==> src/rtl/vga_timing_gen.sv <==
// vga_timing_gen: pixel-clock divider plus horizontal/vertical counters producing VGA sync, blanking and frame markers.
module vga_timing_gen #(
    parameter int DIV       = 4,
    parameter int H_DISPLAY = 640,
    parameter int H_FRONT   = 16,
    parameter int H_SYNC    = 96,
    parameter int H_BACK    = 48,
    parameter int V_DISPLAY = 480,
    parameter int V_FRONT   = 10,
    parameter int V_SYNC    = 2,
    parameter int V_BACK    = 33
) (
    input  logic       clk,
    input  logic       reset_n,
    output logic       hsync,
    output logic       vsync,
    output logic       video_on,
    output logic       p_tick,
    output logic [9:0] pix_x,
    output logic [9:0] pix_y,
    output logic       frame_start
);
    localparam int H_TOTAL = H_DISPLAY + H_FRONT + H_SYNC + H_BACK;
    localparam int V_TOTAL = V_DISPLAY + V_FRONT + V_SYNC + V_BACK;
    localparam logic [3:0] DIV_MAX  = 4'(DIV - 1);
    localparam logic [9:0] H_MAX    = 10'(H_TOTAL - 1);
    localparam logic [9:0] V_MAX    = 10'(V_TOTAL - 1);
    localparam logic [9:0] H_VIS    = 10'(H_DISPLAY);
    localparam logic [9:0] V_VIS    = 10'(V_DISPLAY);
    localparam logic [9:0] HS_FIRST = 10'(H_DISPLAY + H_FRONT);
    localparam logic [9:0] HS_LAST  = 10'(H_DISPLAY + H_FRONT + H_SYNC - 1);
    localparam logic [9:0] VS_FIRST = 10'(V_DISPLAY + V_FRONT);
    localparam logic [9:0] VS_LAST  = 10'(V_DISPLAY + V_FRONT + V_SYNC - 1);

    logic [3:0] divider;
    logic [9:0] x_next, y_next;

    assign p_tick      = divider == DIV_MAX;
    assign video_on    = pix_x < H_VIS && pix_y < V_VIS;
    assign frame_start = p_tick && pix_x == '0 && pix_y == '0;

    always_comb begin
        x_next = p_tick ? (pix_x == H_MAX ? '0 : pix_x + 10'd1) : pix_x;
        y_next = (p_tick && pix_x == H_MAX) ? (pix_y == V_MAX ? '0 : pix_y + 10'd1) : pix_y;
    end

    // syncs are decoded from the next counts so they register on the same edge as the counters
    always_ff @(posedge clk or negedge reset_n) begin
        if (!reset_n) begin
            divider <= '0;
            pix_x   <= '0;
            pix_y   <= '0;
            hsync   <= 1'b1;
            vsync   <= 1'b1;
        end else begin
            divider <= p_tick ? '0 : divider + 4'd1;
            pix_x   <= x_next;
            pix_y   <= y_next;
            hsync   <= !(x_next >= HS_FIRST && x_next <= HS_LAST);
            vsync   <= !(y_next >= VS_FIRST && y_next <= VS_LAST);
        end
    end
endmodule

==> config.mk <==
export PLATFORM = sky130hd
export DESIGN_NAME = vga_timing_gen
export DESIGN_NICKNAME = d
export VERILOG_FILES = /design/src/rtl/vga_timing_gen.sv
export SDC_FILE = /design/constraint.sdc
export NUM_CORES = 1
export LEC_CHECK = 0
export CORE_MARGIN = 2
export CORE_UTILIZATION = 40
export CTS_BUF_LIST = sky130_fd_sc_hd__clkbuf_4
export DETAILED_ROUTE_END_ITERATION = 10
export GPL_ROUTABILITY_DRIVEN = 0
export PLACE_DENSITY = 0.66
export SLEW_MARGIN = 20
export SYNTH_ARGS = -nofsm -noshare
export SYNTH_HDL_FRONTEND = slang
export SYNTH_SLANG_ARGS = --single-unit
==> constraint.sdc <==
create_clock -name clk -period 2.55 [get_ports clk]
set_clock_uncertainty 0.05 [all_clocks]
set_input_delay 0.51 -clock clk [delete_from_list [all_inputs] [get_ports clk]]
set_output_delay 0.51 -clock clk [all_outputs]
set_load 0.05 [all_outputs]
==> key figures, run 1 <==
CTS
  • Worst skew pair latency: ~0.32 ns
  • Max clock buf depth: 2
  • # H-tree levels: 1
  • Clk sink count: 26
  • TritonCTS clock tree: yes
  • CTS clk-pin slew, worst paths: between 0.1 and 0.15 ns
  • TritonCTS buffer count: 3
  • Clock root buffer: clkbuf_4
  • Hold_buf cts: 0

Timing
  • Final setup vio count: 2
  • Max Slew Vio Count: 0
  • Fin. Hold Viols: 0
  • F_max: about 390 MHz
  • Setup TNS Final: -0.0506 ns
  • Period utilization: 101%
  • Setup slack after layout: -0.0355 ns
  • Slew @ Worst Pin: between 0.5 and 0.6 ns
  • Slew HR: 59.5%
  • Unrepaired setup endpoints after global routing: yes
  • Minimum clock period after layout: between 2 and 3 ns

GRT
  • Largest net degree at the start of global routing: 27
  • Vias in the first global route: 1,295
  • Initial antenna violation count: 0
  • Total congestion overflow: 0
  • First-pass GRT wire length: between 6000 and 7000 um
  • GRT Util Overall: between 15 and 20%

Logic synthesis
  • Mapped Nets: about 160
  • Syn avg cell area: 9.63 um^2
  • Gate Count Post-Synth: 156
  • Ys Warns: 0
  • Sequential share of the synthesized area: 43.5%
  • Post-Syn Area: 1500 um^2
  • Top FF cell, synth: dfrtp_1
  • #FFs+latches synth: 26
  • Distinct cells, synth: 48
  • EDFF count, synth: 0
  • Ys async rst share: 100%

Finish
  • Cell Count, Final, Fillers Out: between 200 and 250
  • ANT cells: 0
  • Layout cell share with drive strength beyond 1: between 20% and 30%
  • Util after Layout: 56.7%
  • Fill cells: 341
  • Nets: 207
  • Synth-to-layout area growth: 37.1%

Die
  • Core Box Area: 3630 um^2
  • Number of core rows: 22
  • Initial Util: just over 40%
  • Die area: ~4300 um^2
  • Die Y: 65.3 um
  • IO Pins: 27
  • Die width: 65.3 um

Routing
  • DR WL met3: about 140 um
  • DR iter-0 viols: 73
  • Metal2 WL: 1770 um
  • DRC violations left: 0
  • Final wirelength: 3520 um
  • M1 wire length: 1570 um
  • Avg WL per Cell: 14.3 um
  • Remaining antenna violation count: 0
  • Highest metal used: met4
  • Vias after detailed routing: 1,365
  • DR vias/cell: ~5.5
  • Pre-Repair DR Iteration Count: 4

Pwr
  • Peak VDD IR: 145 uV
  • Leakage power: 0.876 nW
  • P per Cell Area: 292 nW/um^2

Worst setup path
  • Crit path largest cell delay: 0.38 ns
  • Crit Path Category: reg2out
  • CP required: a little under 2 ns
  • Cell family with most CP delay: simple AND/OR/NAND/NOR gates
  • Crit path max-delay cell type: dfrtp_1
  • Worst-path fanout max: 2
  • Worst path bufs/invs: 3
  • CP cell instances: ha_2, or3b_4, buf_6, inv_4, nand4_1, nor4b_4, buf_12
  • Worst Setup End Kind: output port
  • Critical path launch point type: flip-flop
  • Worst Path Arrival: roughly 2.0 ns

Hold path
  • Hold Path Class: reg2reg

Placement
  • PortBufs: 26
  • Placed cells: 232
  • DPL Wire Length: approximately 2500 um

Run
  • Max Cap Viol: 0

Run status
  • Failing checks: negative setup slack
  • Outcome: finished with violations
==> report_power, final <==
group	total (mW)	switching, mW	leakage (nW)	internal [mW]
Sequential	0.413	0	0.332	0.413
Clock	0.179	0.122	0.0154	0.0573
Combinational	0.0105	0.00815	0.528	0.00234
Total	0.602	0.130	0.876	0.472
==> sequential cells by signal (all words and copies together) (netlist names) <==
register / cells
divider: 4
hsync: 1
pix_x: 10
pix_y: 10
vsync: 1
==> cells in the mapped netlist (2+ instances only) <==
library cell / n / area, um^2
dfrtp_1: 24 / 601
nand2_1: 15 / 56.3
inv_1: 10 / 37.5
o21ai_0: 10 / 50.1
nand3_1: 9 / 45.0
nand4_1: 6 / 37.5
nor2_1: 6 / 22.5
nor4_1: 6 / 37.5
xor2_1: 6 / 52.6
ha_1: 5 / 62.6
a21oi_1: 4 / 20.0
nor3_1: 4 / 20.0
xnor2_1: 4 / 35.0
buf_2: 3 / 15.0
nor4b_1: 3 / 26.3
a21o_1: 2 / 15.0
and3_1: 2 / 12.5
clkbuf_1: 2 / 7.51
clkbuf_2: 2 / 10.0
dfstp_2: 2 / 52.6
o22ai_1: 2 / 12.5
or2_2: 2 / 12.5
or4_1: 2 / 15.0
==> layer usage <==
metal	global-route usage (%)	vias to the layer above
li1	-	652
met1	23.5	673
met2	30.4	34
met3	2.74	6
met4	4.69	0
met5	0	-
==> per-stage QoR <==
step	power (mW)	hold slack, ns	area, um^2	setup slack [ns]
after CTS	0.609	0.476	1990	-0.0667
after global placement	0.431	0.433	1900	0.0425
final	0.602	0.474	2060	-0.0355
after global routing	0.634	0.490	2060	-0.143
after detailed placement	0.431	0.445	1900	-0.0280
after floorplan	0.420	0.164	1550	-0.0713
==> repair_timing <==
item                       CTS  global route
setup buffers                5             6
setup endpoints to repair    3             3
pin swaps                    3             5
resized for setup            6             6
==> worst paths after layout <==
kind,startpoint,slack [ns],cells past startpoint,to
min,divider[3]$_DFF_PN0_,0.47,1,divider[3]$_DFF_PN0_
max,divider[0]$_DFF_PN0_,-0.04,7,frame_start
min reg2reg,divider[3]$_DFF_PN0_,0.47,1,divider[3]$_DFF_PN0_
min in group asynchronous,reset_n,0.48,2,pix_y[0]$_DFF_PN0_
max in group asynchronous,reset_n,1.65,2,vsync$_DFF_PN1_
max reg2reg,divider[0]$_DFF_PN0_,-0.02,6,pix_y[8]$_DFF_PN0_
==> area by class of cell <==
| cell class | instances | area [um^2] | share of cell area (%) |
|---|---|---|---|
| well taps | 48 | 60.1 | 2.91 |
| clock inverters | 1 | 3.75 | 0.182 |
| flip-flops and latches | 26 | 661 | 32.1 |
| repair buffers | 48 | 450 | 21.9 |
| inverters | 10 | 40.0 | 1.94 |
| multi-input cells | 111 | 823 | 40.0 |
| clock buffers | 3 | 22.5 | 1.09 |
==> kinds of logic (layout without fill, tap and decap cells) <==
group	Yosys count	count (layout)	synth area share [%]
AOI/OAI and AO/OA	26	26	11.3
buffers and inverters	19	62	5.91
muxes	1	1	0.749
and+or+nand+nor	69	69	28.6
DFF	26	26	43.5
adders and majority gates	5	5	4.16
xor gates and xnor gates	10	10	5.83
==> cell usage in the layout, fill, tap and decap left out, types with 2 or more instances in the layout <==
master,synthesis,layout
nor4_4,1,2
buf_4,1,21
nor2_1,6,6
nand3_1,9,9
clkdlybuf4s50_1,0,23
and3_1,2,2
buf_6,1,2
a21o_1,2,2
nor3_1,4,4
dfstp_2,2,2
nor4_1,6,4
dfrtp_2,0,6
or2_2,2,2
buf_12,0,2
inv_1,10,9
nand4_1,6,6
ha_1,5,4
o21ai_0,10,10
clkbuf_4,0,3
o22ai_1,2,2
xnor2_1,4,4
or4_4,1,2
a21oi_1,4,3
nand2_1,15,15
dfrtp_1,24,18
xor2_1,6,6
No activity file was read; power rests on OpenSTA's default activity.
==> run 2, diff against run 1 <==
Settings changed: PLACE_DENSITY 0.66 to default.
Clock period 2.55 ns to 2.7 ns, I/O delays scaled along.
==> key figures, run 2 (synthesis gave the netlist of run 1 again) <==
Finish
  • Cell area after layout: roughly 2000 um^2
  • Util after Layout: 54.5%
  • Layout cell share with drive strength beyond 1: roughly a fifth
  • ANT cells: 0
  • Commonest non-fill, non-tap cells in the layout: 23 x dfrtp_1, 23 x clkdlybuf4s50_1, 15 x nand2_1, 15 x buf_4, 10 x o21ai_0
  • Nets: 200
  • Synth-to-layout area growth: 31.9%
  • Biggest regs: pix_x: 10 flops, pix_y: 10 flops, divider: 4 flops

CTS
  • Worst skew pair latency: 0.31 ns
  • CTS clk-pin slew, worst paths: between 0.1 and 0.15 ns
  • Clock root buffer: clkbuf_4
  • # H-tree levels: 1
  • Max clock buf depth: 2
  • Hold_buf cts: 0
  • TritonCTS buffer count: 3
  • TritonCTS clock tree: yes
  • Clk sink count: 26

Worst setup path
  • Crit path max-delay cell type: or3b_4
  • CP required: 2.11 ns
  • R2R Setup Slk: 0.08 ns
  • Crit Path Category: reg2out
  • Worst Path Arrival: 2.08 ns
  • Number of cells on the worst reg-to-reg path: 8
  • CP cell instances: ha_2, or3b_4, inv_4, nand4_1, nor4b_4, buf_12
  • Crit path largest cell delay: 0.43 ns
  • Reg-to-reg endpoint: vsync$_DFF_PN1_
  • Critical path launch point type: flip-flop
  • Worst Setup End Kind: output port
  • R2R Path Start: divider[1]$_DFF_PN0_
  • Worst-path fanout max: 5

Die
  • Initial Util: between 40% and 50%
  • Number of core rows: 22
  • IO Pins: 27
  • Die Y: 65.3 um
  • Core Box Area: 3630 um^2
  • Die width: 65.3 um
  • Die area: 4260 um^2

Placement
  • Worst slack, placed: 0.0248 ns
  • PortBufs: 26
  • DP Area: roughly 1900 um^2
  • DPL Wire Length: 2520 um

Timing
  • Fin. Hold Viols: 0
  • Period utilization: 98.9%
  • Max Slew Vio Count: 0
  • Final setup vio count: 0
  • F_max: ~370 MHz
  • Unrepaired setup endpoints after global routing: yes
  • Slew HR: approximately two thirds
  • Slew @ Worst Pin: 0.520 ns
  • Setup slack after layout: 0.0307 ns
  • Minimum clock period after layout: ~2.7 ns

Pwr
  • P per Cell Area: between 200 and 300 nW/um^2
  • Peak VDD IR: slightly below 200 uV
  • Leakage power: 0.840 nW

Run
  • Max Cap Viol: 0

Routing
  • Avg WL per Cell: 14.9 um
  • DR vias/cell: roughly 5.5
  • DR iter-0 viols: 80
  • Remaining antenna violation count: 0
  • DRC violations left: 0
  • Vias after detailed routing: 1,313
  • Pre-Repair DR Iteration Count: 4
  • Final wirelength: 3570 um

Hold path
  • HP Start: divider[3]$_DFF_PN0_
  • Hold Path Cell Cnt: 1
  • Worst hold endpoint: divider[3]$_DFF_PN0_
  • Hold Path Class: reg2reg

Run status
  • Outcome: finished, final reports clean

GRT
  • Initial antenna violation count: 0
  • First-pass GRT wire length: around 6000 um
  • Vias in the first global route: 1,283
  • GRT Util Overall: between 10% and 20%
  • Largest net degree at the start of global routing: 27
  • Total congestion overflow: 0
run 2: cell count changes in the layout (fill, tap and decap cells not counted), sizes merged:
cell	delta
dlymetal6s2s	+1
buf	-8
run 2: critical path, delay by kind of cell, from the launching register on:
| family | cells | cell delay [ns] |
|---|---|---|
| adder cells (fa/ha/maj) | 1 | 0.18 |
| buffers and inverters | 2 | 0.26 |
| flip-flops | 1 | 0.39 |
| AND/OR/NAND/NOR | 3 | 0.95 |
run 2: area by class of cell:
| type | count | area [um^2] |
|---|---|---|
| clock buffers | 3 | 22.5 |
| clock inverters | 1 | 3.75 |
| fillers | 347 | 1650 |
| inverters | 10 | 40.0 |
| multi-input cells | 111 | 806 |
| flip-flops and latches | 26 | 654 |
| well taps | 48 | 60.1 |
| repair buffers | 41 | 395 |
run 2: worst max-delay path by stage:
stage | cells past startpoint | slack (ns) | endpoint | start
finish | 6 | 0.03 | frame_start | divider[1]$_DFF_PN0_
CTS | 6 | 0.03 | frame_start | divider[1]$_DFF_PN0_
floorplan | 7 | 0.004 | frame_start | divider[0]$_DFF_PN0_
detailed placement | 6 | 0.02 | pix_y[8]$_DFF_PN0_ | divider[0]$_DFF_PN0_
global route | 6 | -0.09 | frame_start | divider[0]$_DFF_PN0_
global placement | 6 | 0.1 | pix_y[8]$_DFF_PN0_ | divider[0]$_DFF_PN0_
run 2: stage by stage:
step	instances	total power, mW	hold WS [ns]	TNS (ns)
finish	240	0.565	0.460	0
global route	240	0.592	0.499	-0.141
CTS	236	0.573	0.468	0
detailed placement	229	0.407	0.412	0
global placement	229	0.407	0.393	0
floorplan	156	0.397	0.194	0
run 2: what timing repair did:
action                     4_1_cts  5_1_grt
pin swaps                        1        2
gates resized for setup          3        7
buffers inserted                 3        4
setup endpoints to repair        1        3
run 2: metal layers:
metal,vias to the layer above,share of wire (%),GRT usage [%],wire [um]
met1,629,44,23.5,1580
met5,-,0,0,0
met3,4,4.0,2.40,144
met4,0,1.1,7.03,40
li1,641,-,-,-
met2,39,51,30.1,1810
run 2: power by group:
part	total, mW	internal [mW]	switching [mW]
combinational	0.00996	0.00222	0.00774
clock	0.165	0.0541	0.111
sequential	0.390	0.390	0
total	0.565	0.446	0.119
==> run 3, diff against run 2 <==
Clock period 2.7 ns to 3.3 ns, I/O delays scaled along.
==> key figures, run 3 (synthesis gave the netlist of run 1 again) <==
Run status
  • Outcome: finished, final reports clean

Die
  • Die width: between 60 and 70 um
  • Initial Util: 41.4%
  • Die area: ~4300 um^2
  • IO Pins: 27
  • Core Box Area: about 3600 um^2
  • Number of core rows: 22
  • Die Y: 65.3 um

Pwr
  • P per Cell Area: approximately 250 nW/um^2
  • Leakage power: approximately 0.75 nW
  • Peak VDD IR: approximately 170 uV
  • Total power: 0.465 mW

Timing
  • Period utilization: between 90 and 100%
  • Fin. Hold Viols: 0
  • Minimum clock period after layout: slightly above 3 ns
  • F_max: 325 MHz
  • Slew HR: around two fifths
  • Hold WS: 0.428 ns
  • Setup TNS Final: 0 ns
  • Unrepaired setup endpoints after global routing: no
  • Final setup vio count: 0
  • Slew @ Worst Pin: 0.882 ns
  • Setup slack after layout: approximately 0.22 ns
  • Max Slew Vio Count: 0

Worst setup path
  • Cell family with most CP delay: simple AND/OR/NAND/NOR gates
  • Worst Path Arrival: 2.37 ns
  • Worst Setup End Kind: output port
  • Worst-path fanout max: 11
  • Critical Path Sink: frame_start
  • Crit path max-delay cell type: or3b_1
  • CP required: 2.59 ns
  • R2R Path Start: divider[0]$_DFF_PN0_
  • CP cell instances: ha_1, or3b_1, inv_2, nand4_1, nor4b_4, buf_12
  • Reg-to-reg endpoint: pix_y[8]$_DFF_PN0_
  • Crit. Startpoint: divider[0]$_DFF_PN0_
  • Crit Path Category: reg2out
  • R2R Setup Slk: around 0.54 ns
  • Number of cells on the worst reg-to-reg path: 6
  • Crit path largest cell delay: 0.52 ns
  • Critical path launch point type: flip-flop
  • CP Depth: 6
  • Worst path bufs/invs: 2

Routing
  • DRC violations left: 0
  • Pre-Repair DR Iteration Count: 4
  • Avg WL per Cell: 15.4 um
  • DR vias/cell: 5.78
  • Final wirelength: 3490 um
  • Remaining antenna violation count: 0
  • DR iter-0 viols: 99
  • Vias after detailed routing: 1,306

Hold path
  • Hold Path Class: reg2reg

CTS
  • Worst skew pair latency: 0.33 ns
  • Clock root buffer: clkbuf_4
  • Post CTS Setup Buffer Count: 0
  • Hold_buf cts: 0
  • Max clock buf depth: 2
  • TritonCTS clock tree: yes
  • CTS clk-pin slew, worst paths: 0.13 ns
  • TritonCTS buffer count: 3
  • Post-cts repair resize count: 1
  • # H-tree levels: 1
  • Clk sink count: 26

GRT
  • Total congestion overflow: 0
  • GRT Util Overall: 18.0%
  • Initial antenna violation count: 0
  • Vias in the first global route: 1,276
  • Largest net degree at the start of global routing: 27
  • First-pass GRT wire length: 5960 um

Finish
  • Biggest regs: pix_x: 10 flops, pix_y: 10 flops, divider: 4 flops
  • ANT cells: 0
  • Synth-to-layout area growth: 22.0%
  • Layout cell share with drive strength beyond 1: 10.7%
  • Commonest non-fill, non-tap cells in the layout: 24 x dfrtp_1, 24 x clkdlybuf4s50_1, 15 x nand2_1
  • Nets: about 190

Run
  • Max Cap Viol: 0

Placement
  • Worst slack, placed: 0.363 ns
  • DPL Wire Length: about 2500 um
  • PortBufs: 26
[run 3: how the worst min path moves through the flow]
stage,from,to,slack [ns],depth (start not counted)
floorplan,reset_n,divider[0]$_DFF_PN0_,0.31,0
global placement,divider[0]$_DFF_PN0_,divider[0]$_DFF_PN0_,0.39,1
detailed placement,divider[0]$_DFF_PN0_,divider[0]$_DFF_PN0_,0.41,1
CTS,divider[0]$_DFF_PN0_,divider[0]$_DFF_PN0_,0.43,1
global route,divider[0]$_DFF_PN0_,divider[0]$_DFF_PN0_,0.45,1
finish,divider[0]$_DFF_PN0_,divider[0]$_DFF_PN0_,0.43,1
[run 3: metal layers]
metal | track usage [%] | part of all wire [%]
met3 | 3.42 | 3.9
met5 | 0 | 0
met4 | 8.59 | 1.3
met2 | 30.0 | 50
met1 | 22.5 | 44
[run 3: area by class of cell]
| class | count | area [um^2] |
|---|---|---|
| Tap cell | 48 | 60.1 |
| Sequential cell | 26 | 653 |
| Clock buffer | 3 | 22.5 |
| Timing Repair Buffer | 28 | 284 |
| Inverter | 10 | 37.5 |
| Multi-Input combinational cell | 111 | 776 |
| Fill cell | 369 | 1800 |
[run 3: through the flow]
stage,cells,area (um^2),utilization [%]
CTS,226,1830,50.4
global route,226,1830,50.4
detailed placement,223,1810,49.9
finish,226,1830,50.4
floorplan,156,1520,-
global placement,223,1810,49.9
[run 3: power breakdown]
| part | switching, mW | leakage [nW] | total, mW | internal [mW] |
|---|---|---|---|---|
| Sequential | 0 | 0.342 | 0.319 | 0.319 |
| Combinational | 0.00611 | 0.396 | 0.00792 | 0.00181 |
| Clock | 0.0959 | 0.0138 | 0.139 | 0.0429 |
